==> config.mk <==
export PLATFORM = sky130hd
export DESIGN_NAME = mod_up_counter
export DESIGN_NICKNAME = d
export VERILOG_FILES = /design/src/rtl/mod_up_counter_pkg.sv /design/src/rtl/mod_up_counter.sv
export SDC_FILE = /design/constraint.sdc
export NUM_CORES = 1
export LEC_CHECK = 0
export ABC_AREA = 1
export BUFFER_PORTS_ARGS = -buffer_cell sky130_fd_sc_hd__buf_2
export CORE_AREA = 2 2 39 41
export CTS_BUF_LIST = sky130_fd_sc_hd__clkbuf_8
export DETAILED_ROUTE_END_ITERATION = 10
export DIE_AREA = 0 0 41 43
export GPL_TIMING_DRIVEN = 0
export SLEW_MARGIN = 20
export SYNTH_ARGS = -nofsm -noshare
export SYNTH_HDL_FRONTEND = slang
export SYNTH_SLANG_ARGS = --single-unit
export TNS_END_PERCENT = 100
==> constraint.sdc <==
create_clock -name clk -period 1.9 [get_ports clk]
set_input_delay 0.285 -clock clk [delete_from_list [all_inputs] [get_ports clk]]
set_output_delay 0.285 -clock clk [all_outputs]
set_load 0.01 [all_outputs]
==> src/rtl/mod_up_counter_pkg.sv <==
// Shared types and constants for the modulo up-counter.
package mod_up_counter_pkg;

   typedef enum logic {
      ST_RUN  = 1'b0,
      ST_HALT = 1'b1
   } mod_up_state_t;

   localparam int unsigned COUNT_RST_VAL = 0;

endpackage

==> src/rtl/mod_up_counter.sv <==
// Programmable modulo up-counter: free-run wrap or one-shot halt at a run-time limit.
// Define MOD_UP_COUNTER_LOAD_EN to enable the synchronous load port.
//
// state   | meaning
// --------+-------------------------------------------------------------
// ST_RUN  | counting on enable; wraps or halts on reaching limit
// ST_HALT | one-shot finished at limit; only clear/load/rst leave here
module mod_up_counter
   import mod_up_counter_pkg::*;
#(
   parameter int N = 4
) (
   input  logic         clk,
   input  logic         rst,
   input  logic         enable,
   input  logic         clear,
   input  logic         load,
   input  logic [N-1:0] load_val,
   input  logic [N-1:0] limit,
   input  logic         oneshot,
   output logic [N-1:0] count,
   output logic         tc,
   output logic         wrap,
   output logic         done
);

   mod_up_state_t state_q, state_d;
   logic [N-1:0]  count_q, count_d;
   logic          wrap_q, wrap_d;
   logic          done_q, done_d;
   logic          load_hit;

`ifdef MOD_UP_COUNTER_LOAD_EN
   assign load_hit = load;
`else
   logic unused_load;
   assign unused_load = ^{load, load_val};
   assign load_hit    = 1'b0;
`endif

   assign tc = (count_q == limit);

   always_comb begin
      state_d = state_q;
      count_d = count_q;
      wrap_d  = 1'b0;
      if (clear) begin
         state_d = ST_RUN;
         count_d = N'(COUNT_RST_VAL);
      end else if (load_hit) begin
         state_d = ST_RUN;
`ifdef MOD_UP_COUNTER_LOAD_EN
         count_d = load_val;
`endif
      end else if (state_q == ST_RUN && enable) begin
         if (!tc) begin
            // a natural all-ones rollover above limit is silent
            count_d = count_q + 1'b1;
         end else if (oneshot) begin
            state_d = ST_HALT;
         end else begin
            count_d = N'(COUNT_RST_VAL);
            wrap_d  = 1'b1;
         end
      end
      done_d = (state_d == ST_HALT);
   end

   always_ff @(posedge clk) begin
      if (rst) begin
         state_q <= ST_RUN;
         count_q <= N'(COUNT_RST_VAL);
         wrap_q  <= 1'b0;
         done_q  <= 1'b0;
      end else begin
         state_q <= state_d;
         count_q <= count_d;
         wrap_q  <= wrap_d;
         done_q  <= done_d;
      end
   end

   assign count = count_q;
   assign wrap  = wrap_q;
   assign done  = done_q;

endmodule
-- Word level (Yosys, flattened, before mapping)
Cells that the tools add are included.
- word-level logic and storage cells: 17
- output and inout port bits: 7
- input bits: 14
- register bits after elaboration: 6
- bitwise operators: 3
- eq/ne operators: 2
- reductions and logical operators: 5
- $add $sub $neg: 1
- mux-type cells: 3
- operators with widths (kind ; count):
    two-way mux 4 bit ; 2
    adder 4 x 1 -> 4 bit (second input constant) ; 1
    == test 4 bit ; 1
    OR reduction 4 bit ; 1
    inverter 1 bit ; 3
    AND reduction 3 bit ; 1
    inequality test 2 bit (second input constant) ; 1
    AND reduction 2 bit ; 1
    OR reduction 2 bit ; 1
    logical AND 1 bit ; 1
    two-way mux 1 bit ; 1

-- Longest topological paths before layout
- word-level depth: 4
- gate-level depth with buffers: 9
- mapped depth without buffers: 9

-- Worst setup path before layout
OpenSTA, ideal clock, no wires.
- kind: reg2out
- from: register count_q[0], in the netlist count[0]
- to: output port tc
- path slack: 0.743 ns
- data required time: 1.615 ns
- stages on the path, launching flop included: 7
- data arrival time: 0.872 ns
- path buffers: 0
- cells stage by stage: dfxtp_1 inv_2 nand2_1 nand2_1 nor2_4 nand2_4 inv_2
- cells in the longest elaborated chain, start to end: 1
- RTL lines (item ; RTL line ; RTL):
    start: declaration ; mod_up_counter.sv:28 ; logic [N-1:0] count_q, count_d;
    start signal: assignment ; mod_up_counter.sv:72 ; count_q <= N'(COUNT_RST_VAL);
    start signal: assignment ; mod_up_counter.sv:77 ; count_q <= count_d;
    == test 4 bit ; mod_up_counter.sv:41 ; assign tc = (count_q == limit);
    end: declaration ; mod_up_counter.sv:22 ; output logic tc,
Every way passes these cells.

-- Final worst setup path
Ends and elaborated chain as after synthesis.

==> summary.md <==
| Metric | Value |
|---|---|
| Drt via density | 4.25 |
| I/O pins | 21 |
| Final Setup Violations | 0 |
| Worst vdd ir | 329 uV |
| Max-cap viol count | 0 |
| Vias in the first global route | 337 |
| Setup bufs post-CTS | 0 |
| R2R depth | 8 |
| Commonest non-fill, non-tap cell in the layout | nand2_1 |
| Tcrit/Tclk final | 0.792 |
| Max-slew violation total from the final report | 0 |
| Via count | 408 |
| Die area | 1760 um^2 |
| DR pass1 iterations | 4 |
| Sequential element share of the synthesized area | 0.295 |
| Initial Util | 0.294 |
| Num CTS Buffers | 3 |
| Global Route Usage Sum | 0.0986 |
| Share of layout cells above drive strength 1 | 0.400 |
| Hold Vio Cnt, Final | 0 |
| Synthesized area | 407 um^2 |
| Final Skew | 0.00909 ns |
| Unique masters post-synth | 14 |
| Cell taking the most area after synthesis | dfxtp_1 |
| Antenna violations before repair | 0 |
| Mean Syn Cell Area | 6.56 um^2 |
| Reg2reg end | count[1]$_SDFFE_PP0P_ |
| Maximum buffer depth of the clock tree | 2 |
| Clock root cell | clkbuf_8 |
| Register bit count reported by yosys | 6 |
| Pwr Density | 686 nW/um^2 |
| Port bufs | 15 |
| Final ANT Viol Nets | 0 |
| Post-synthesis cell count | 62 |
| Kind of critical path | register to primary output |
| # hold bufs at CTS | 0 |
| CTS clk-pin slew, worst paths | 0.04 ns |
| Core Box Area | 1380 um^2 |
| Worst hold endpoint | wrap$_SDFF_PP0_ |
| CP Capture Type | primary output |
| Maximum net fanout on the critical path | 6 |
| Site row count | 14 |
| Mapped Nets | 77 |
| Setup WS post-layout | 0.394 ns |
| Largest net degree at the start of global routing | 7 |
| Sink Count | 6 |
| First-pass GRT wire length | 1.21 mm |
| Actual slew at the worst max-slew pin | 0.228 ns |
| Tmin final | 1.51 ns |
| Hold depth | 2 |
| Commonest cells after routing, fill and taps aside | nand2_1, buf_2, inv_1, nand3_1, dfxtp_1 |
| Fmax | 664 MHz |
| Power Total | 372 uW |
| Unrepaired setup endpoints after global routing | no |
| H-tree depth | 1 |
| CTS tree | done |
| Synth top area share | 0.295 |
| Slew HR | 0.847 |
| Crit path DAT | 1.22 ns |
| Static Leak | 0.000289 uW |
| Post-Route Setup TNS | 0 ns |
| Main area contributors after synthesis | dfxtp_1, nand2_1, inv_1 |
| Die height | 43 um |
| Startpoint type of the worst setup path | register |
| Reg2reg start | count[0]$_SDFFE_PP0P_ |
| HP Class | primary input to register |
| PostCTS Resize Cnt | 0 |
| WL/cell | 8.27 um |
| Final Hold Slack | 0.304 ns |
| GP Congestion | 0.759 |
| R2R setup slack | 0.71 ns |
| Syn-to-layout area delta | 33.5% |
| Layout net count | 97 |
| Outcome | completed |
| Yosys warnings | 0 |
| Worst slack at placement | 0.632 ns |
| Drt drc | 0 |
| Req. time, crit path | 1.62 ns |
| DP HPWL | 636 um |
| Worst-skew pair later-pin latency | 0.22 ns |
| Antenna diode count | 0 |
| Hold_sp | oneshot |
| Initial DRC count | 9 |
| DRT Wirelength | 794 um |
| Die width | 41 um |
| Total grt overflow | 0 |
[final cells by class]
| cell class | instances | area [um^2] |
|---|---|---|
| clock buffer | 3 | 41.3 |
| multi-input combinational | 43 | 238 |
| sequential | 6 | 120 |
| tap | 16 | 20.0 |
| fill | 155 | 841 |
| inverter | 13 | 48.8 |
| timing repair buffer | 15 | 75.1 |
[flip-flops by register name, indices dropped and copies added (netlist names)]
| signal | flops |
|---|---|
| count | 4 |
| wrap | 1 |
| done | 1 |
[report_power, final]
group	leakage, uW	internal [uW]	switching, uW
registers	0.0000485	128	2.14
clock network	0.0000216	136	56.6
logic	0.000219	19.5	29.4
[logic make-up (layout without fill, tap and decap cells)]
logic type,Yosys count,count (layout),synth area share
AND/OR/NAND/NOR,38,38,0.495
buffers and inverters,13,31,0.120
flip-flops,6,6,0.295
AO/OA/AOI/OAI,3,3,0.0369
adder cells (fa/ha/maj),1,1,0.0308
XOR/XNOR,1,1,0.0215
[cell usage after synthesis]
cell / n
nand2_2: 5
nand3_1: 6
nor4_1: 1
ha_1: 1
nor2_1: 3
nor2_4: 3
nand2_4: 1
xor2_1: 1
nand2_1: 18
inv_1: 9
a21oi_1: 3
dfxtp_1: 6
nand3_2: 1
inv_2: 4
[through the flow]
| stage | std cells | area [um^2] | util |
|---|---|---|---|
| 6_report | 96 | 543 | 0.392 |
| 5_1_grt | 96 | 543 | 0.392 |
| 4_1_cts | 96 | 543 | 0.392 |
| 3_5_place_dp | 93 | 502 | 0.363 |
| 3_3_place_gp | 93 | 502 | 0.363 |
| 2_1_floorplan | 62 | 407 | - |
[worst max-delay path by stage]
stage | to | start | slack (ns) | cells past startpoint
3_5_place_dp | tc | count[0]$_SDFFE_PP0P_ | 0.63 | 7
5_1_grt | tc | count[1]$_SDFFE_PP0P_ | 0.33 | 7
2_1_floorplan | tc | count[0]$_SDFFE_PP0P_ | 0.74 | 6
3_3_place_gp | tc | count[0]$_SDFFE_PP0P_ | 0.65 | 7
4_1_cts | tc | count[0]$_SDFFE_PP0P_ | 0.39 | 7
6_report | tc | count[0]$_SDFFE_PP0P_ | 0.39 | 7
[critical path, cell delays in order (launching register included)]
cell,delay (ns)
dfxtp_1,0.40
inv_2,0.06
nand2_1,0.05
nand2_1,0.08
nor2_4,0.14
nand2_4,0.09
inv_2,0.06
buf_2,0.12
[routing by layer]
layer,track usage,wire length (um)
met1,0.120,407
met2,0.153,334
met3,0.0471,52
met4,0.0200,0
met5,0,0
Note: power is estimated with default switching activity, not from simulation.
